--- config.mk ---
export PLATFORM = sky130hd
export DESIGN_NAME = pwr_seq_ctrl
export DESIGN_NICKNAME = d
export VERILOG_FILES = /design/src/rtl/pwr_seq_pkg.sv /design/src/rtl/pwr_seq_step_timer.sv /design/src/rtl/pwr_seq_ctrl.sv
export SDC_FILE = /design/constraint.sdc
export NUM_CORES = 1
export LEC_CHECK = 0
export CAP_MARGIN = 0
export CORE_ASPECT_RATIO = 1.2
export CORE_MARGIN = 2
export CORE_UTILIZATION = 50
export DETAILED_ROUTE_END_ITERATION = 8
export DONT_BUFFER_PORTS = 1
export PLACE_DENSITY = 0.66
export SYNTH_ARGS = -nofsm -noshare
export SYNTH_HDL_FRONTEND = slang
export SYNTH_SLANG_ARGS = --single-unit
--- constraint.sdc ---
create_clock -name clk_32k -period 2.1 [get_ports clk_32k]
set_clock_uncertainty 0.1 [all_clocks]
set_input_delay 0.105 -clock clk_32k [delete_from_list [all_inputs] [get_ports clk_32k]]
set_output_delay 0.105 -clock clk_32k [all_outputs]
set_load 0.03 [all_outputs]
--- src/rtl/pwr_seq_pkg.sv ---
// Shared state codes, defaults and per-state output decode for the power sequencer.
package pwr_seq_pkg;

  localparam int unsigned STATE_W       = 3;
  localparam int unsigned CNT_W         = 8;
  localparam int unsigned FLUSH_W       = 2;
  localparam int unsigned STEP_CYC_DEF  = 4;
  localparam int unsigned EFUSE_TMO_DEF = 64;
  localparam int unsigned FLUSH_LEN     = 2;

  localparam logic [STATE_W-1:0] S_EFUSE  = 3'd0;
  localparam logic [STATE_W-1:0] S_IDLE   = 3'd1;
  localparam logic [STATE_W-1:0] S_UP_RST = 3'd2;
  localparam logic [STATE_W-1:0] S_UP_CLK = 3'd3;
  localparam logic [STATE_W-1:0] S_RUN    = 3'd4;
  localparam logic [STATE_W-1:0] S_DN_CLK = 3'd5;
  localparam logic [STATE_W-1:0] S_DN_RST = 3'd6;

  typedef struct packed {
    logic efuse_load_state;
    logic shut_rstn;
    logic afe_clk_en;
    logic slot_clk_en;
    logic data_clk_en;
    logic timer_clk_en;
    logic seq_busy;
  } seq_out_t;

  // Static CRGU controls for each state; pmu_fifo_rstn is handled separately.
  function automatic seq_out_t state_outs(input logic [STATE_W-1:0] st);
    seq_out_t o;
    o = '0;
    case (st)
      S_EFUSE: begin
        o.efuse_load_state = 1'b1;
        o.seq_busy         = 1'b1;
      end
      S_UP_RST: begin
        o.shut_rstn = 1'b1;
        o.seq_busy  = 1'b1;
      end
      S_UP_CLK, S_DN_CLK: begin
        o.shut_rstn  = 1'b1;
        o.afe_clk_en = 1'b1;
        o.seq_busy   = 1'b1;
      end
      S_RUN: begin
        o.shut_rstn    = 1'b1;
        o.afe_clk_en   = 1'b1;
        o.slot_clk_en  = 1'b1;
        o.data_clk_en  = 1'b1;
        o.timer_clk_en = 1'b1;
      end
      S_DN_RST: o.seq_busy = 1'b1;
      default:  o = '0;
    endcase
    return o;
  endfunction

endpackage

--- src/rtl/pwr_seq_step_timer.sv ---
// 8-bit loadable down counter that saturates at zero; done_c flags zero.
module pwr_seq_step_timer
  import pwr_seq_pkg::*;
#(
  parameter logic [CNT_W-1:0] RST_VAL = 8'd63
) (
  input  logic             clk_32k,
  input  logic             rst_32k,
  input  logic             load,
  input  logic [CNT_W-1:0] load_val,
  output logic             done_c
);

  logic [CNT_W-1:0] cnt_q;
  logic [CNT_W-1:0] cnt_d;

  // Next count: load wins, otherwise decrement and hold at zero.
  always_comb begin
    cnt_d = cnt_q;
    if (load) begin
      cnt_d = load_val;
    end else if (cnt_q != '0) begin
      cnt_d = cnt_q - CNT_W'(1);
    end
  end

  // Count register with synchronous reset.
  always_ff @(posedge clk_32k) begin
    if (rst_32k) begin
      cnt_q <= RST_VAL;
    end else begin
      cnt_q <= cnt_d;
    end
  end

  assign done_c = (cnt_q == '0);

endmodule

--- src/rtl/pwr_seq_ctrl.sv ---
// Always-on power sequencer: efuse load, staged reset/clock bring-up and tear-down, FIFO flush.
module pwr_seq_ctrl
  import pwr_seq_pkg::*;
#(
  parameter int unsigned STEP_CYC  = STEP_CYC_DEF,
  parameter int unsigned EFUSE_TMO = EFUSE_TMO_DEF
) (
  input  logic               clk_32k,
  input  logic               rst_32k,
  input  logic               top_start,
  input  logic               efuse_done,
  input  logic               fifo_flush_req,
  output logic               efuse_load_state,
  output logic               shut_rstn,
  output logic               afe_clk_en,
  output logic               slot_clk_en,
  output logic               data_clk_en,
  output logic               timer_clk_en,
  output logic               pmu_fifo_rstn,
  output logic               seq_busy,
  output logic               efuse_err,
  output logic [STATE_W-1:0] seq_state
);

  logic [STATE_W-1:0] state_q, state_d;
  seq_out_t           outs_q, outs_d;
  logic               efuse_err_q, efuse_err_d;
  logic               pmu_fifo_rstn_q, pmu_fifo_rstn_d;
  logic [FLUSH_W-1:0] flush_cnt_q, flush_cnt_d;
  logic               tmr_load;
  logic [CNT_W-1:0]   tmr_val;
  logic               tmr_done;

  pwr_seq_step_timer #(
    .RST_VAL (CNT_W'(EFUSE_TMO - 1))
  ) u_step_timer (
    .clk_32k  (clk_32k),
    .rst_32k  (rst_32k),
    .load     (tmr_load),
    .load_val (tmr_val),
    .done_c   (tmr_done)
  );

  // Next state, sticky error, flush pulse and registered output decode.
  always_comb begin
    state_d         = state_q;
    efuse_err_d     = efuse_err_q;
    flush_cnt_d     = '0;
    pmu_fifo_rstn_d = 1'b0;

    case (state_q)
      S_EFUSE: begin
        if (efuse_done) begin
          state_d = S_IDLE;
        end else if (tmr_done) begin
          state_d     = S_IDLE;
          efuse_err_d = 1'b1;
        end
      end
      S_IDLE:   if (top_start) state_d = S_UP_RST;
      S_UP_RST: begin
        if (!top_start)    state_d = S_DN_RST;
        else if (tmr_done) state_d = S_UP_CLK;
      end
      S_UP_CLK: begin
        if (!top_start)    state_d = S_DN_RST;
        else if (tmr_done) state_d = S_RUN;
      end
      S_RUN:    if (!top_start) state_d = S_DN_CLK;
      S_DN_CLK: if (tmr_done) state_d = S_DN_RST;
      S_DN_RST: if (tmr_done) state_d = S_IDLE;
      default:  state_d = S_IDLE;
    endcase

    // Every state change restarts the step count.
    tmr_load = (state_d != state_q);
    tmr_val  = (state_d == S_EFUSE) ? CNT_W'(EFUSE_TMO - 1) : CNT_W'(STEP_CYC - 1);

    // Flush counter only lives while staying in RUN; leaving RUN drops it.
    if (state_d == S_RUN) begin
      if (state_q == S_RUN) begin
        if (flush_cnt_q != '0) begin
          flush_cnt_d = flush_cnt_q - FLUSH_W'(1);
        end else if (fifo_flush_req) begin
          flush_cnt_d = FLUSH_W'(FLUSH_LEN);
        end
      end
      pmu_fifo_rstn_d = (flush_cnt_d == '0);
    end

    outs_d = state_outs(state_d);
  end

  // State and output registers with synchronous reset.
  always_ff @(posedge clk_32k) begin
    if (rst_32k) begin
      state_q         <= S_EFUSE;
      outs_q          <= state_outs(S_EFUSE);
      efuse_err_q     <= 1'b0;
      pmu_fifo_rstn_q <= 1'b0;
      flush_cnt_q     <= '0;
    end else begin
      state_q         <= state_d;
      outs_q          <= outs_d;
      efuse_err_q     <= efuse_err_d;
      pmu_fifo_rstn_q <= pmu_fifo_rstn_d;
      flush_cnt_q     <= flush_cnt_d;
    end
  end

  assign efuse_load_state = outs_q.efuse_load_state;
  assign shut_rstn        = outs_q.shut_rstn;
  assign afe_clk_en       = outs_q.afe_clk_en;
  assign slot_clk_en      = outs_q.slot_clk_en;
  assign data_clk_en      = outs_q.data_clk_en;
  assign timer_clk_en     = outs_q.timer_clk_en;
  assign seq_busy         = outs_q.seq_busy;
  assign pmu_fifo_rstn    = pmu_fifo_rstn_q;
  assign efuse_err        = efuse_err_q;
  assign seq_state        = state_q;

endmodule

==> flow_metrics.tcl <==
set metrics [dict create \
    final_util_pct 58.1 \
    die_w_um 46.3 \
    fillers 188 \
    grt_pass1_vias 878 \
    wl_met2_mm 1.12 \
    cp_max_fo 5 \
    place_congestion 0.838 \
    status "completed" \
    diodes 0 \
    port_buffers 0 \
    required_ns 2.22 \
    grt_antenna_before_repair 0 \
    critPathLaunchType "flop" \
    reg2reg_from "u_step_timer.cnt_q[0]" \
    die_h_um 54.7 \
    synth.most_common_cell "dfxtp_1" \
    hold_start "top_start" \
    grt_pass1_wl_mm 3.66 \
    ios 17 \
    rsz0062_at_grt "false" \
    highest_layer "met4" \
    crit_chain "inv_1 > ha_1 > or4b_4 > or4b_1 > a221oi_2" \
    yosys_warnings 0 \
    cts_max_path_buffers 2 \
    rows 18 \
    hold_path_depth 4 \
    syn_to_final_growth_pct 11.1 \
    yosysUniqueCellTypes 39 \
    cts-resized-gates 0 \
    synthTopCellsByArea "dfxtp_1 (37%), o21ai_0 (5.1%), a21oi_1 (4.7%), nor2_1 (4.6%), nor3_1 (4.2%)" \
    final-max-slew-violation-count 0 \
    critPathTopFamily "simple AND/OR/NAND/NOR gates" \
    hp-class "in -> reg" \
    finalSetupTns_ns 0 \
    dp_hpwl_mm 1.69 \
    ys_ff_latch 20 \
    wl_met3_um 76 \
    placed_area_mm2 0.00113 \
    drtIter0Drc 11 \
    clk_pin_slew_ns 0.10 \
    synth_common_cells "dfxtp_1 (20), nor2_1 (13), o21ai_0 (11)" \
    syn-instance-count 132 \
    min_period_ns 2.01 \
    drive_gt1_share_pct 13.8 \
    syn_nets 138 \
    leakage_nw 0.429 \
    rr_worst_depth 5 \
    crit_path_max_incr_delay_ns 0.54 \
    yosys.area.top_type "dfxtp_1" \
    via_count 945 \
    initial_core_util_pct 52.3 \
    grt_max_degree 14 \
    cts_tree "yes" \
    post_cts_buffers 0 \
    r2r-end "u_step_timer.cnt_q[6]" \
    arrival_ns 2.13 \
    routedWlPerCell_um 13.5 \
    synth_flop_cell "dfxtp_1" \
    final_area_mm2 0.00119 \
    drtPass1Iterations 4 \
    yosys.area.top_type_share_pct 37.3 \
    r2r_setup_slack_ns 0.09 \
    final_nets 146 \
    slew_headroom_pct 44.1 \
    p_per_area_mw_per_mm2 981 \
    viasPerCell 5.63 \
    synth.avg_cell_area_um2 8.12 \
    criticalPathCategory "reg -> reg" \
    netlist_area_mm2 0.00107 \
    worst_pin_slew_ns 0.837 \
    fmaxAchievable_ghz 0.498 \
    wl_met1_mm 1.03 \
    clock_latency_ns 0.30 \
    htreeDepth 1 \
    finalHoldViolations 0 \
    die_area_mm2 0.00253 \
    cts_buffers 3 \
    holdPathEnd "seq_state[0]" \
    fin_ws_ns 0.0912 \
    core_area_mm2 0.00205 \
    synth_edf_count 0 \
    cts_root_buf "clkbuf_4" \
    setup_viol 0 \
    drcViolationCount 0 \
    ys_seq_area_share_pct 37.3 \
    dp_worst_setup_slack_ns 0.114 \
    cp-end-kind "flop" \
    clkSinkCount 20 \
    ant_nets 0 \
    critPathBufInv 1 \
    whs_ns 0.0152 \
    track_usage_pct 20.4 \
    drv_cap 0 \
    vdd_ir_drop_max_mv 0.602 \
    synthArstFlopShare_pct 0 \
    overflow 0 \
    post-route-period-util_pct 95.7 \
    crit_slowest_cell "or4b_1" \
    finalWirelength_mm 2.28 \
]
stage by stage:
| step | std cells | power, mW |
|---|---|---|
| floorplan | 132 | 0.897 |
| global placement | 161 | 0.986 |
| detailed placement | 161 | 0.992 |
| CTS | 168 | 1.18 |
| global route | 168 | 1.25 |
| finish | 168 | 1.17 |
cells by family (layout without fill, tap and decap cells):
logic type,count (synthesis),in the layout,synth area share [%]
compound gates,37,37,22.6
xor+xnor,4,4,3.27
fa+ha+maj,1,1,1.17
buf+inv,14,20,5.60
flops,20,20,37.3
mux,1,1,0.934
simple gates,55,55,29.1
per-layer routing:
metal	up-vias	track usage [%]
met5	-	0
met4	0	8.57
met3	8	4.62
met2	17	34.5
met1	432	24.3
li1	488	-
final cells by class:
cell class                      count  area, um^2  area share (%)
Clock buffer                        3        22.5            1.89
Inverter                            5        18.8            1.58
Multi-Input combinational cell     98         612            51.4
Timing Repair Buffer               12         100            8.40
Sequential cell                    20         400            33.6
Tap cell                           30        37.5            3.15
tightest hold or removal path, stage by stage:
cell     delay [ns]
a21oi_1        0.04
nor2_1         0.08
o21a_1         0.12
nor3b_1        0.04
flip-flops by register name, indices dropped and copies added (netlist names):
signal	flops
flush_cnt_q	2
seq_state	3
afe_clk_en	1
efuse_load_state	1
shut_rstn	1
efuse_err	1
u_step_timer.cnt_q	8
slot_clk_en	1
seq_busy	1
pmu_fifo_rstn	1
repair_timing:
| item | 4_1_cts | 5_1_grt |
|---|---|---|
| setup endpoints to repair | 0 | 0 |
| hold endpoints to repair | 16 | 0 |
| hold buffers | 4 | 0 |
layout by cell type, fill, tap and decap left out, types with 4 or more instances in the layout:
cell,n
buf_4,8
o21ai_0,11
a21oi_1,10
inv_1,5
nand2_1,8
dlygate4sd3_1,4
xnor2_1,4
nor3_1,9
dfxtp_1,20
nor2_1,13
how the worst max path moves through the flow:
stage / from / endpoint / slack (ns) / cells past startpoint
after CTS: u_step_timer.cnt_q[0] / u_step_timer.cnt_q[6] / 0.09 / 5
after floorplan: u_step_timer.cnt_q[0] / u_step_timer.cnt_q[6] / 0.13 / 5
after detailed placement: u_step_timer.cnt_q[0] / u_step_timer.cnt_q[6] / 0.11 / 5
final: u_step_timer.cnt_q[0] / u_step_timer.cnt_q[6] / 0.09 / 5
after global routing: u_step_timer.cnt_q[0] / u_step_timer.cnt_q[6] / 0.02 / 5
after global placement: u_step_timer.cnt_q[0] / u_step_timer.cnt_q[6] / 0.16 / 5
where the power goes:
| group | internal [mW] | switching [mW] | leakage [nW] |
|---|---|---|---|
| clock network | 0.0669 | 0.108 | 0.0138 |
| registers | 0.449 | 0.151 | 0.164 |
| logic | 0.171 | 0.222 | 0.251 |
No activity file was read; power rests on OpenSTA's default activity.
